[config.mk]
export PLATFORM = sky130hd
export DESIGN_NAME = key_debouncer
export DESIGN_NICKNAME = d
export VERILOG_FILES = /design/src/rtl/key_debouncer_pkg.sv /design/src/rtl/key_debouncer_sync_ff.sv /design/src/rtl/key_debouncer.sv
export SDC_FILE = /design/constraint.sdc
export NUM_CORES = 1
export LEC_CHECK = 0
export CORE_MARGIN = 5
export CORE_UTILIZATION = 56
export CTS_BUF_LIST = sky130_fd_sc_hd__clkbuf_4 sky130_fd_sc_hd__clkbuf_8
export CTS_CLUSTER_SIZE = 10
export DETAILED_ROUTE_END_ITERATION = 8
export PLACE_DENSITY = 0.77
export RECOVER_POWER = 50
export SYNTH_ARGS = -nofsm -noshare
export SYNTH_HDL_FRONTEND = slang
export SYNTH_SLANG_ARGS = --single-unit
export TNS_END_PERCENT = 50
[constraint.sdc]
create_clock -name clk -period 2.1 [get_ports clk]
set_input_delay 0.42 -clock clk [delete_from_list [all_inputs] [get_ports clk]]
set_output_delay 0.42 -clock clk [all_outputs]
set_load 0.1 [all_outputs]
[src/rtl/key_debouncer_pkg.sv]
// Shared definitions for the keypad debouncer: widths, idle row pattern,
// FSM state encoding and the row one-hot / row index helpers.
package key_debouncer_pkg;

    localparam int KEY_CODE_W = 4;
    localparam int ROWS_W     = 4;
    localparam int COL_W      = 2;
    localparam int ROW_IDX_W  = $clog2(ROWS_W);

    localparam logic [ROWS_W-1:0] ROWS_IDLE = 4'b1111;

    typedef enum logic [1:0] {
        ST_IDLE     = 2'd0,
        ST_DEBOUNCE = 2'd1,
        ST_EMIT     = 2'd2,
        ST_RELEASE  = 2'd3
    } state_t;

    // True when exactly one row line is low (rows are active-low).
    function automatic logic rows_single_low(input logic [ROWS_W-1:0] r);
        logic [ROWS_W-1:0] low;
        low = ~r;
        return (low != '0) && ((low & (low - 1'b1)) == '0);
    endfunction

    // Index of the lowest-numbered low row line; only meaningful when one bit is low.
    function automatic logic [ROW_IDX_W-1:0] rows_low_index(input logic [ROWS_W-1:0] r);
        logic [ROW_IDX_W-1:0] idx;
        idx = '0;
        for (int i = ROWS_W - 1; i >= 0; i--) begin
            if (!r[i]) idx = ROW_IDX_W'(i);
        end
        return idx;
    endfunction

endpackage

[src/rtl/key_debouncer_sync_ff.sv]
// Multi-stage synchronizer for asynchronous level inputs; resets to all-ones
// so idle (released) keypad rows are seen during and right after reset.
module sync_ff #(
    parameter int WIDTH  = 1,
    parameter int STAGES = 2
) (
    input  logic             clk,
    input  logic             rst_n,
    input  logic [WIDTH-1:0] d,
    output logic [WIDTH-1:0] q
);

    logic [WIDTH-1:0] stage_q [STAGES];

    // Shift the input through the flop chain.
    always_ff @(posedge clk) begin
        if (!rst_n) begin
            for (int i = 0; i < STAGES; i++) stage_q[i] <= '1;
        end else begin
            stage_q[0] <= d;
            for (int i = 1; i < STAGES; i++) stage_q[i] <= stage_q[i-1];
        end
    end

    assign q = stage_q[STAGES-1];

endmodule

[src/rtl/key_debouncer.sv]
// Keypad debouncer: turns a bouncing row press plus the scanner column into a
// single 4-bit key code on a valid/ready handshake, rejects multi-key presses
// and records codes dropped while the consumer stalls.
//
//   state    | meaning
//   ---------+---------------------------------------------------------------
//   IDLE     | no key; wait for a press (only once rows were seen released)
//   DEBOUNCE | rows held low; count down stable cycles, restart on any change
//   EMIT     | single cycle: load key code or flag overflow
//   RELEASE  | wait for rows to stay released for the debounce period
module key_debouncer
    import key_debouncer_pkg::*;
#(
    parameter int DEBOUNCE_CYCLES = 16,
    parameter int SYNC_STAGES     = 2
) (
    input  logic                  clk,
    input  logic                  rst_n,
    input  logic [ROWS_W-1:0]     rows,
    input  logic [COL_W-1:0]      count,
    output logic [KEY_CODE_W-1:0] key_code,
    output logic                  key_valid,
    input  logic                  key_ready,
    output logic                  multi_key,
    output logic                  overflow
);

    localparam int CNT_W   = $clog2(DEBOUNCE_CYCLES) + 1;
    localparam int FLUSH_W = $clog2(SYNC_STAGES + 1);
    localparam logic [CNT_W-1:0]   CNT_LOAD   = CNT_W'(DEBOUNCE_CYCLES - 1);
    localparam logic [FLUSH_W-1:0] FLUSH_LOAD = FLUSH_W'(SYNC_STAGES);

    logic [ROWS_W-1:0]     rows_s;
    logic                  pressed_s;
    state_t                state_q, state_nxt;
    logic [CNT_W-1:0]      cnt_q, cnt_nxt;
    logic [ROWS_W-1:0]     cap_q, cap_nxt;
    logic [KEY_CODE_W-1:0] code_q, code_nxt;
    logic                  valid_q, valid_nxt;
    logic                  multi_q, multi_nxt;
    logic                  ovf_q, ovf_nxt;
    // After reset the synchronizer still holds its all-ones reset value, so a key
    // held through reset would look like a fresh press. Arming waits until the
    // reset value has flushed and the real rows have been seen released.
    logic [FLUSH_W-1:0]    flush_q, flush_nxt;
    logic                  armed_q, armed_nxt;

    sync_ff #(
        .WIDTH  (ROWS_W),
        .STAGES (SYNC_STAGES)
    ) u_rows_sync (
        .clk   (clk),
        .rst_n (rst_n),
        .d     (rows),
        .q     (rows_s)
    );

    assign pressed_s = ~&rows_s;

    // State register.
    always_ff @(posedge clk) begin
        if (!rst_n) state_q <= ST_IDLE;
        else        state_q <= state_nxt;
    end

    // Datapath and output registers.
    always_ff @(posedge clk) begin
        if (!rst_n) begin
            cnt_q   <= '0;
            cap_q   <= ROWS_IDLE;
            code_q  <= '0;
            valid_q <= 1'b0;
            multi_q <= 1'b0;
            ovf_q   <= 1'b0;
            flush_q <= FLUSH_LOAD;
            armed_q <= 1'b0;
        end else begin
            cnt_q   <= cnt_nxt;
            cap_q   <= cap_nxt;
            code_q  <= code_nxt;
            valid_q <= valid_nxt;
            multi_q <= multi_nxt;
            ovf_q   <= ovf_nxt;
            flush_q <= flush_nxt;
            armed_q <= armed_nxt;
        end
    end

    // Next-state, counter, capture and handshake logic.
    always_comb begin
        state_nxt = state_q;
        cnt_nxt   = cnt_q;
        cap_nxt   = cap_q;
        code_nxt  = code_q;
        valid_nxt = valid_q;
        multi_nxt = 1'b0;
        ovf_nxt   = ovf_q;
        flush_nxt = (flush_q != '0) ? flush_q - 1'b1 : flush_q;
        armed_nxt = armed_q | ((flush_q == '0) && !pressed_s);

        if (valid_q && key_ready) valid_nxt = 1'b0;

        case (state_q)
            ST_IDLE: begin
                if (pressed_s && armed_q) begin
                    state_nxt = ST_DEBOUNCE;
                    cap_nxt   = rows_s;
                    cnt_nxt   = CNT_LOAD;
                end
            end
            ST_DEBOUNCE: begin
                if (!pressed_s) begin
                    state_nxt = ST_IDLE;
                end else if (rows_s != cap_q) begin
                    cap_nxt = rows_s;
                    cnt_nxt = CNT_LOAD;
                end else if (cnt_q == '0) begin
                    // Reload here so RELEASE starts a full release window.
                    cnt_nxt = CNT_LOAD;
                    if (rows_single_low(cap_q)) begin
                        state_nxt = ST_EMIT;
                    end else begin
                        multi_nxt = 1'b1;
                        state_nxt = ST_RELEASE;
                    end
                end else begin
                    cnt_nxt = cnt_q - 1'b1;
                end
            end
            ST_EMIT: begin
                if (valid_q && !key_ready) begin
                    ovf_nxt = 1'b1;
                end else begin
                    code_nxt  = {rows_low_index(cap_q), count};
                    valid_nxt = 1'b1;
                end
                state_nxt = ST_RELEASE;
            end
            ST_RELEASE: begin
                if (pressed_s)           cnt_nxt   = CNT_LOAD;
                else if (cnt_q == '0)    state_nxt = ST_IDLE;
                else                     cnt_nxt   = cnt_q - 1'b1;
            end
            default: state_nxt = ST_IDLE;
        endcase
    end

    assign key_code  = code_q;
    assign key_valid = valid_q;
    assign multi_key = multi_q;
    assign overflow  = ovf_q;

endmodule
==> results.py <==
metrics = {
    "yosys": {
        "synth.area.top_cells": "dfxtp_1 45%, mux2i_1 7.0%, nand2b_1 5.3%",
        "synth_common_cells": "29 x dfxtp_1, 13 x nand2_1, 11 x nand2b_1, 9 x inv_1, 9 x mux2i_1",
        "async_reset_ff_share_pct": 0,
        "yosysMostFrequentCell": "dfxtp_1",
        "synth.distinct_cells": 38,
        "netlist_instances": 131,
        "synth_top_area_share_pct": 45.0,
        "yosysSeqAreaShare_pct": 45.0,
        "syn_nets": 143,
        "synth_seq_cells": 29,
        "yosysWarnings": 0,
        "syn_area_um2": 1290,
        "avgSynthCellArea_um2": 9.84,
        "synth-edff-count": 0,
        "synth_top_cell_by_area": "dfxtp_1",
        "synth_ff_type": "dfxtp_1",
    },
    "cts": {
        "cts_tree": "yes",
        "cts_max_level": 2,
        "cts_hold_buffers": 0,
        "postCtsSetupBuffers": 0,
        "ctsResizeCount": 0,
        "clk_latency_ns": 0.33,
        "clockBufferDepth": 2,
        "cts.sinks": 29,
        "cts_root_buf": "clkbuf_4",
        "cts_buffers": 5,
        "clk_pin_slew_worst_paths_ns": 0.09,
    },
    "global_route": {
        "gr-usage-met3_pct": 6.90,
        "met1_usage_pct": 16.0,
        "grt_overflow": 0,
        "top_usage_layer": "met2",
        "grt_pass1_vias": 904,
        "grtUsageMet2_pct": 25.3,
        "grt_pass1_wl_um": 3770,
        "grt_max_degree": 21,
        "gr-usage-all-layers_pct": 15.0,
        "antenna_found_initial": 0,
    },
    "power": {
        "peakVddDrop_mv": 0.548,
        "p_leak_nw": 0.616,
        "power_density_nw_per_um2": 907,
    },
    "detailed_routing": {
        "drtIter0Drc": 13,
        "wire_per_inst_um": 12.9,
        "drt-total-wl_um": 2290,
        "post-route-drc-count": 0,
        "via_per_inst": 5.41,
        "route.vias.total": 963,
        "first_pass_iters": 4,
        "antenna_left": 0,
    },
    "cells_and_area": {
        "diodes": 0,
        "utilization_pct": 67.6,
        "nNetsFinal": 162,
        "syn_to_final_growth_pct": 16.1,
        "fin_area_um2": 1500,
        "fillers": 198,
        "layout-drive-gt1-share_pct": 12.0,
        "finalNonFillerCells": 178,
    },
    "sta": {
        "slew_headroom_pct": 48.5,
        "tightestPinTransition_ns": 0.773,
        "final.setup_skew_ns": 0.0112,
        "fmax_ghz": 0.522,
        "setup_viol": 0,
        "finalWorstSetupSlack_ns": 0.184,
        "setup_tns_ns": 0,
        "fin_crit_ns": 1.92,
        "fin_crit_sh_pct": 91.2,
        "rsz0062_at_grt": "no",
        "hold_viol": 0,
        "drv_slew": 0,
    },
    "worst_setup_path": {
        "cp-start-kind": "flop",
        "path_delay_family": "compound AO/OA/AOI/OAI gates",
        "critPathBufInv": 1,
        "crit_chain": "inv_1 -> ha_1 -> or4b_4 -> a21o_1 -> o2bb2ai_4 -> a21boi_1 -> o211a_1",
        "crit_path_end_kind": "flop",
        "crit_fanout": 10,
        "cp.arrival_ns": 2.14,
        "worst_path_max_delay_cell": "or4b_4",
        "cpPeakStageDelay_ns": 0.47,
        "setup.worst_path.class": "flop to flop",
        "required_ns": 2.33,
    },
    "floorplanning": {
        "core_um2": 2210,
        "die_w_um": 58.0,
        "fp.dieH_um": 58.0,
        "dieArea_um2": 3360,
        "row_count": 17,
        "start_util_pct": 58.3,
        "ios": 16,
    },
    "placed_design": {
        "dpl_worst_slack_ns": 0.192,
        "dpl.cell_count": 171,
        "port_buffers": 15,
        "place_area_um2": 1450,
        "dp_hpwl_um": 1720,
        "routabilityCongestion": 0.819,
    },
    "job": {
        "maxCapViolCount": 0,
    },
    "status": {
        "status": "finished, final reports clean",
    },
    "min_path": {
        "hold_class": "flop to flop",
    },
}
-- power breakdown --
| part | switching (mW) | internal, mW | leakage (nW) |
|---|---|---|---|
| combinational | 0.196 | 0.166 | 0.345 |
| sequential | 0.0435 | 0.606 | 0.237 |
| clock | 0.176 | 0.171 | 0.0348 |
| total | 0.416 | 0.942 | 0.616 |
-- area by class of cell --
cell class                 count  area (um^2)  area share [%]
inverter                       9         33.8            2.26
timing repair buffer          16          129            8.61
sequential                    29          581            38.8
tap                           28         35.0            2.34
clock buffer                   7         58.8            3.93
multi-input combinational     89          659            44.1
-- per-layer routing --
| layer | vias up | part of all wire (%) |
|---|---|---|
| met5 | - | 0 |
| met4 | 0 | 1.8 |
| met3 | 7 | 6.0 |
| met2 | 26 | 49 |
| met1 | 436 | 43 |
| li1 | 494 | - |
-- state kept, by name, indices dropped and copies added (netlist names), named ones only --
signal	cells
armed_q	1
cap_q	4
cnt_q	5
flush_q	2
key_code	4
key_valid	1
multi_key	1
overflow	1
state_q	1
u_rows_sync.stage_q	8
-- final timing paths --
check	start	to	slack [ns]	cells past startpoint
max reg2reg	cnt_q[0]	cnt_q[2]	0.18	7
min reg2reg	u_rows_sync.stage_q[0][1]	u_rows_sync.stage_q[0][5]	0.41	1
min	u_rows_sync.stage_q[0][1]	u_rows_sync.stage_q[0][5]	0.41	1
max	cnt_q[0]	cnt_q[2]	0.18	7
-- cell usage in the layout (no fill, tap or decap), types with 2 or more instances in the layout --
master           synthesis  layout
a31oi_1                  2       2
nand4_1                  4       4
o2111a_1                 2       2
a21oi_1                  2       2
ha_1                     3       3
nand2_1                 13      13
dfxtp_1                 29      29
buf_4                    0       4
and2_0                   0       2
inv_1                    9       9
xnor2_1                  5       5
nand3_1                  2       2
mux2i_1                  9       9
clkbuf_4                 0       6
nand2b_1                11      11
and3_1                   2       2
o21ai_0                  3       3
nor2_1                   4       4
a21boi_0                 2       2
clkbuf_2                 0       3
dlygate4sd3_1            0       2
clkdlybuf4s50_1          0       6
nor2b_1                  4       4
-- logic make-up after synthesis --
kind of cell	Yosys count	synth area share, %
DFF	29	45.0
and+or+nand+nor	48	21.6
buffers and inverters	13	3.79
AOI/OAI and AO/OA	23	15.6
xor gates and xnor gates	6	4.08
adders and majority gates	3	2.91
muxes	9	6.99
-- metrics by stage --
step	total power [mW]	hold slack, ns
finish	1.36	0.409
floorplan	0.949	0.386
CTS	1.37	0.414
global route	1.44	0.443
detailed placement	1.03	0.394
global placement	1.00	0.389
No activity file was read; power rests on OpenSTA's default activity.
